[config.mk]
export PLATFORM = sky130hd
export DESIGN_NAME = tdm_demux_1_4_flat
export DESIGN_NICKNAME = d
export VERILOG_FILES = /design/src/rtl/tdm_demux_1_4_if.sv /design/src/rtl/tdm_demux_1_4.sv /design/src/flat_wrapper.sv
export SDC_FILE = /design/constraint.sdc
export NUM_CORES = 1
export LEC_CHECK = 0
export BUFFER_PORTS_ARGS = -buffer_cell sky130_fd_sc_hd__buf_4
export CAP_MARGIN = 20
export CELL_PAD_IN_SITES_DETAIL_PLACEMENT = 0
export CELL_PAD_IN_SITES_GLOBAL_PLACEMENT = 1
export CORE_AREA = 2 2 47 49
export DETAILED_ROUTE_END_ITERATION = 10
export DIE_AREA = 0 0 49 51
export PLACE_DENSITY = 0.76
export SKIP_CTS_REPAIR_TIMING = 1
export SLEW_MARGIN = 25
export SYNTH_ARGS = -nofsm -noshare
export SYNTH_HDL_FRONTEND = slang
export SYNTH_SLANG_ARGS = --single-unit
[constraint.sdc]
create_clock -name clk -period 2.5 [get_ports clk]
set_input_delay 0.125 -clock clk [delete_from_list [all_inputs] [get_ports clk]]
set_output_delay 0.125 -clock clk [all_outputs]
set_load 0.05 [all_outputs]
[src/rtl/tdm_demux_1_4_if.sv]
// ---------------------------------------------------------------------------
// tdm_demux_1_4_if
// Bundles the signals of the 1-to-4 TDM demultiplexer.
//   din        : multiplexed sample for the current slot
//   din_valid  : din carries a slot beat this cycle
//   frame_sync : marks the current beat as slot 0 (qualified by din_valid)
//   ch_out     : latest sample per channel, channel k at [k*WIDTH +: WIDTH]
//   ch_valid   : one-cycle strobe per channel on update
//   frame_out  : atomic four-channel snapshot, same packing as ch_out
//   frame_done : one-cycle strobe when frame_out updates
//   locked     : high while locked to the frame marker
//   sync_err   : one-cycle strobe on a sync-position mismatch
// master = stream source / consumer side, slave = demultiplexer side.
// ---------------------------------------------------------------------------
interface tdm_demux_1_4_if #(
    parameter int WIDTH = 1
);
    logic [WIDTH-1:0]   din;
    logic               din_valid;
    logic               frame_sync;
    logic [4*WIDTH-1:0] ch_out;
    logic [3:0]         ch_valid;
    logic [4*WIDTH-1:0] frame_out;
    logic               frame_done;
    logic               locked;
    logic               sync_err;

    modport master (
        output din, din_valid, frame_sync,
        input  ch_out, ch_valid, frame_out, frame_done, locked, sync_err
    );

    modport slave (
        input  din, din_valid, frame_sync,
        output ch_out, ch_valid, frame_out, frame_done, locked, sync_err
    );
endinterface

[src/rtl/tdm_demux_1_4.sv]
// ---------------------------------------------------------------------------
// tdm_demux_1_4
// Receive side of a 4-to-1 time-division link. Locks to the frame-sync
// marker, steers each valid beat to its channel register, flags marker
// position errors and publishes a whole-frame snapshot when slot 3 lands.
// Ports:
//   clk   : rising-edge clock
//   rst_n : asynchronous active-low reset
//   bus   : tdm_demux_1_4_if.slave (stream in, channel/frame/status out)
// ---------------------------------------------------------------------------
module tdm_demux_1_4 #(
    parameter int WIDTH = 1
) (
    input  logic               clk,
    input  logic               rst_n,
    tdm_demux_1_4_if.slave     bus
);

    typedef enum logic {
        HUNT   = 1'b0,
        LOCKED = 1'b1
    } state_t;

    state_t             r_state;
    logic [1:0]         r_slot;
    logic [4*WIDTH-1:0] r_ch_out;
    logic [3:0]         r_ch_valid;
    logic [4*WIDTH-1:0] r_frame_out;
    logic               r_frame_done;
    logic               r_sync_err;

    state_t             w_state_nxt;
    logic [1:0]         w_slot_nxt;
    logic [4*WIDTH-1:0] w_ch_out_nxt;
    logic [3:0]         w_ch_valid_nxt;
    logic [4*WIDTH-1:0] w_frame_out_nxt;
    logic               w_frame_done_nxt;
    logic               w_sync_err_nxt;
    logic               w_wr;
    logic [1:0]         w_idx;

    always_ff @(posedge clk or negedge rst_n) begin
        if (!rst_n) begin
            r_state      <= HUNT;
            r_slot       <= '0;
            r_ch_out     <= '0;
            r_ch_valid   <= '0;
            r_frame_out  <= '0;
            r_frame_done <= 1'b0;
            r_sync_err   <= 1'b0;
        end else begin
            r_state      <= w_state_nxt;
            r_slot       <= w_slot_nxt;
            r_ch_out     <= w_ch_out_nxt;
            r_ch_valid   <= w_ch_valid_nxt;
            r_frame_out  <= w_frame_out_nxt;
            r_frame_done <= w_frame_done_nxt;
            r_sync_err   <= w_sync_err_nxt;
        end
    end

    always_comb begin
        w_state_nxt      = r_state;
        w_slot_nxt       = r_slot;
        w_ch_out_nxt     = r_ch_out;
        w_ch_valid_nxt   = '0;
        w_frame_out_nxt  = r_frame_out;
        w_frame_done_nxt = 1'b0;
        w_sync_err_nxt   = 1'b0;
        w_wr             = 1'b0;
        w_idx            = '0;

        if (bus.din_valid) begin
            unique case (r_state)
                HUNT: begin
                    if (bus.frame_sync) begin
                        w_wr        = 1'b1;
                        w_idx       = 2'd0;
                        w_slot_nxt  = 2'd1;
                        w_state_nxt = LOCKED;
                    end
                end
                LOCKED: begin
                    if (bus.frame_sync) begin
                        // Marker always realigns to slot 0; it is an error only if unexpected.
                        w_sync_err_nxt = (r_slot != 2'd0);
                        w_wr           = 1'b1;
                        w_idx          = 2'd0;
                        w_slot_nxt     = 2'd1;
                    end else if (r_slot == 2'd0) begin
                        // Missing marker: drop the beat and lose lock.
                        w_sync_err_nxt = 1'b1;
                        w_state_nxt    = HUNT;
                    end else begin
                        w_wr       = 1'b1;
                        w_idx      = r_slot;
                        w_slot_nxt = r_slot + 2'd1;
                        if (r_slot == 2'd3) begin
                            // Channel 3 comes straight from din so the snapshot is coherent.
                            w_frame_out_nxt  = {bus.din, r_ch_out[3*WIDTH-1:0]};
                            w_frame_done_nxt = 1'b1;
                        end
                    end
                end
                default: w_state_nxt = HUNT;
            endcase
        end

        for (int unsigned k = 0; k < 4; k++) begin
            if (w_wr && (w_idx == k[1:0])) begin
                w_ch_out_nxt[k*WIDTH +: WIDTH] = bus.din;
                w_ch_valid_nxt[k]              = 1'b1;
            end
        end
    end

    assign bus.ch_out     = r_ch_out;
    assign bus.ch_valid   = r_ch_valid;
    assign bus.frame_out  = r_frame_out;
    assign bus.frame_done = r_frame_done;
    assign bus.locked     = (r_state == LOCKED);
    assign bus.sync_err   = r_sync_err;

endmodule

[src/flat_wrapper.sv]
// flat-port wrapper written by rule: the top's interface ports become plain ports
module tdm_demux_1_4_flat 
#(
    parameter int WIDTH = 1
)
  (clk, rst_n, bus_din, bus_din_valid, bus_frame_sync, bus_ch_out, bus_ch_valid, bus_frame_out, bus_frame_done, bus_locked, bus_sync_err);
  tdm_demux_1_4_if #(.WIDTH(WIDTH)) bus_i ();
  input  logic clk;
  input  logic rst_n;
  input wire logic [$bits(bus_i.din)-1:0] bus_din;
  input wire logic [$bits(bus_i.din_valid)-1:0] bus_din_valid;
  input wire logic [$bits(bus_i.frame_sync)-1:0] bus_frame_sync;
  output wire logic [$bits(bus_i.ch_out)-1:0] bus_ch_out;
  output wire logic [$bits(bus_i.ch_valid)-1:0] bus_ch_valid;
  output wire logic [$bits(bus_i.frame_out)-1:0] bus_frame_out;
  output wire logic [$bits(bus_i.frame_done)-1:0] bus_frame_done;
  output wire logic [$bits(bus_i.locked)-1:0] bus_locked;
  output wire logic [$bits(bus_i.sync_err)-1:0] bus_sync_err;
  assign bus_i.din = bus_din;
  assign bus_i.din_valid = bus_din_valid;
  assign bus_i.frame_sync = bus_frame_sync;
  assign bus_ch_out = bus_i.ch_out;
  assign bus_ch_valid = bus_i.ch_valid;
  assign bus_frame_out = bus_i.frame_out;
  assign bus_frame_done = bus_i.frame_done;
  assign bus_locked = bus_i.locked;
  assign bus_sync_err = bus_i.sync_err;
  tdm_demux_1_4 #(.WIDTH(WIDTH)) u_core (.clk(clk), .rst_n(rst_n), .bus(bus_i));
endmodule
==> results.py <==
metrics = {
    "place": {
        "pre_cts_slack_ps": 486,
        "portBuffers": 19,
        "hpwl_um": 958,
        "gp_congestion": 0.793,
        "dpl-instance-area_sq_um": 902,
    },
    "final_layout": {
        "final_nets": 88,
        "area_growth_pct": 29.7,
        "final_area_sq_um": 940,
        "drive_gt1_share_pct": 42.3,
        "diodes": 0,
    },
    "synthesis": {
        "synth_compound_area_share_pct": 5.18,
        "synth_top_family_by_area": "simple AND/OR/NAND/NOR gates",
        "synth.ff_latch_count": 17,
        "syn_area_per_cell_sq_um": 13.4,
        "yosys-top-cells-area": "dfrtp_1, ha_1, mux2_2",
        "netlist_area_sq_um": 724,
        "synth_xor_xnor_area_share_pct": 0,
        "ys.warnings.count": 0,
        "synth-adder-area-share_pct": 6.91,
        "netlist_instances": 54,
        "ys.flop_type": "dfrtp_1",
        "ys_top_cells_by_count": "dfrtp_1, inv_1, ha_1, mux2_2",
        "synthMuxAreaShare_pct": 13.0,
        "synth_top_area_share_pct": 58.7,
        "synth-edff-count": 0,
        "syn-num-nets": 63,
        "yosysUniqueCellTypes": 22,
        "yosys.area_share.simple_pct": 13.6,
        "synth.largest_area_cell": "dfrtp_1",
        "ys_async_sr_fraction_pct": 100,
        "ys_seq_area_share_pct": 58.7,
        "synth.most_common_cell": "dfrtp_1",
    },
    "power_and_ir_drop": {
        "p_sw_share_pct": 46.3,
        "p_leak_nw": 0.491,
        "power.share.clock_pct": 12.6,
        "p_switching_uw": 531,
        "combPwrFrac_pct": 50.6,
        "vdd_drop_max_mv": 0.470,
        "power_frac_seq_pct": 36.9,
        "p_int_uw": 615,
        "p_per_area_nw_per_um2": 1220,
    },
    "min_path": {
        "hold_class": "input port to flop",
        "min-delay-start": "bus_frame_sync",
        "whs_path_depth": 2,
    },
    "setup_path": {
        "ff2ff_path_depth": 7,
        "crit_path_end_kind": "flop",
        "cp-startpoint": "u_core.r_slot[0]",
        "r2r-start": "u_core.r_slot[0]",
        "cp.required_ps": 2670,
        "crit_arrival_ps": 2220,
        "crit_path_max_fanout": 5,
        "cp-start-kind": "flop",
        "critPathKind": "flop to flop",
    },
    "global_route": {
        "grt_pass1_wl_um": 2260,
        "antenna_found_initial": 0,
        "grt_pass1_vias": 500,
        "grt-ovfl-total": 0,
        "grtUsageTotal_pct": 12.2,
        "grt_max_degree": 18,
    },
    "sta": {
        "fin_ws_ps": 453,
        "worst_slew_pin_slew_ps": 244,
        "finalHoldViolCount": 0,
        "relSlewSlack_pct": 83.7,
        "slew_viol_final": 0,
        "period_needed_ps": 2050,
        "setup_tns_ps": 0,
        "period_share_pct": 81.9,
        "clock_skew_ps": 10.1,
        "rsz0062_at_grt": "no",
        "max_freq_mhz": 488,
        "setup_violations": 0,
    },
    "routing": {
        "vias_per_cell": 4.61,
        "route.detailed.drc": 0,
        "drt_first_pass_iters": 2,
        "wl_um": 1250,
        "post_drt_wl_per_cell_um": 11.8,
        "final_antenna_net_count": 0,
        "num_vias": 489,
        "drt_iter0_drc": 1,
    },
    "clock_tree": {
        "cts.clk_slew.worst_paths_ps": 100,
        "clock_latency_ps": 290,
        "root_buffer": "clkbuf_4",
        "htree_levels": 1,
        "cts_buffers": 3,
        "cts_tree": "yes",
        "cts.path.max_buffers": 2,
        "tritoncts_num_sinks": 17,
    },
    "floorplan": {
        "die_h_um": 51,
        "io-pin-count": 20,
        "start_util_pct": 35.1,
        "chipWidth_um": 49,
        "row_count": 17,
        "dieArea_sq_um": 2500,
        "coreArea_sq_um": 2060,
    },
    "flow_run": {
        "max_cap_violations": 0,
    },
    "status": {
        "status": "complete, no violations",
    },
}
through the flow:
step	hold slack [ps]	total power [mW]	instances	util, %
floorplan	-171	0.839	54	-
global placement	-0.919	1.00	101	43.7
detailed placement	1.12	1.01	101	43.7
CTS	-327	1.16	105	45.1
global route	15.6	1.22	106	45.5
finish	24.6	1.15	106	45.5
logic make-up after synthesis:
group,count (synthesis)
flip-flops,17
AND/OR/NAND/NOR,15
multiplexers,8
AO/OA/AOI/OAI,5
buffers and inverters,5
adder cells (fa/ha/maj),4
cell usage in the layout (no fill, tap or decap):
| cell type | n |
|---|---|
| nor3_4 | 1 |
| dlygate4sd3_1 | 1 |
| dfrtp_1 | 17 |
| o21a_1 | 1 |
| o21ai_0 | 1 |
| and3_1 | 1 |
| nor2_2 | 1 |
| and4bb_1 | 1 |
| mux2_4 | 1 |
| nand2b_1 | 2 |
| nand2_2 | 1 |
| a21o_1 | 1 |
| buf_4 | 19 |
| clkbuf_4 | 3 |
| inv_1 | 5 |
| mux2_1 | 3 |
| ha_1 | 4 |
| nor2_1 | 3 |
| nor2b_2 | 1 |
| mux2_2 | 4 |
| nand2_1 | 2 |
| nand3_1 | 1 |
| a21oi_2 | 1 |
| nand4_1 | 1 |
| o31a_1 | 1 |
| clkinv_2 | 1 |
power groups by stage:
stage | sequential [mW] | combinational (mW) | clock (mW)
floorplan | 0.676 | 0.163 | 0
global placement | 0.423 | 0.579 | 0
detailed placement | 0.431 | 0.584 | 0
CTS | 0.425 | 0.585 | 0.155
global route | 0.438 | 0.617 | 0.168
finish | 0.422 | 0.579 | 0.144
area by class of cell:
| class | instances | area, sq um |
|---|---|---|
| clock inverters | 1 | 5.00 |
| well taps | 28 | 35.0 |
| flip-flops and latches | 17 | 425 |
| inverters | 5 | 18.8 |
| multi-input cells | 32 | 280 |
| repair buffers | 20 | 153 |
| fillers | 204 | 1120 |
| clock buffers | 3 | 22.5 |
state kept, by name (all words and copies together), names as in the netlist:
signal / count
u_core.bus.ch_out: 4
u_core.bus.frame_done: 1
u_core.bus.locked: 1
u_core.r_slot: 2
u_core.bus.sync_err: 1
u_core.bus.ch_valid: 4
u_core.bus.frame_out: 4
worst paths after layout:
kind	end	slack (ps)
max	u_core.bus.ch_out[0]	450
min	u_core.bus.frame_done	20
max reg2reg	u_core.bus.ch_out[0]	450
min reg2reg	u_core.bus.ch_out[3]	500
max in group asynchronous	u_core.bus.ch_valid[0]	2080
min in group asynchronous	u_core.bus.frame_out[1]	220
critical path, stage by stage (launching register included):
cell and delay [ps]:
dfrtp_1 430, inv_1 80, ha_1 280, ha_1 220, nand2b_1 150, a21oi_2 230
o31a_1 220, mux2_4 300
layer usage:
layer | part of all wire [%] | wire length [um] | vias to the layer above | global-route usage, %
li1 | - | - | 238 | -
met1 | 48 | 601 | 238 | 16.2
met2 | 47 | 586 | 11 | 18.5
met3 | 3.8 | 48 | 2 | 2.63
met4 | 1.1 | 14 | 0 | 7.14
met5 | 0 | 0 | - | 0
(Power assumes the default switching activity.)
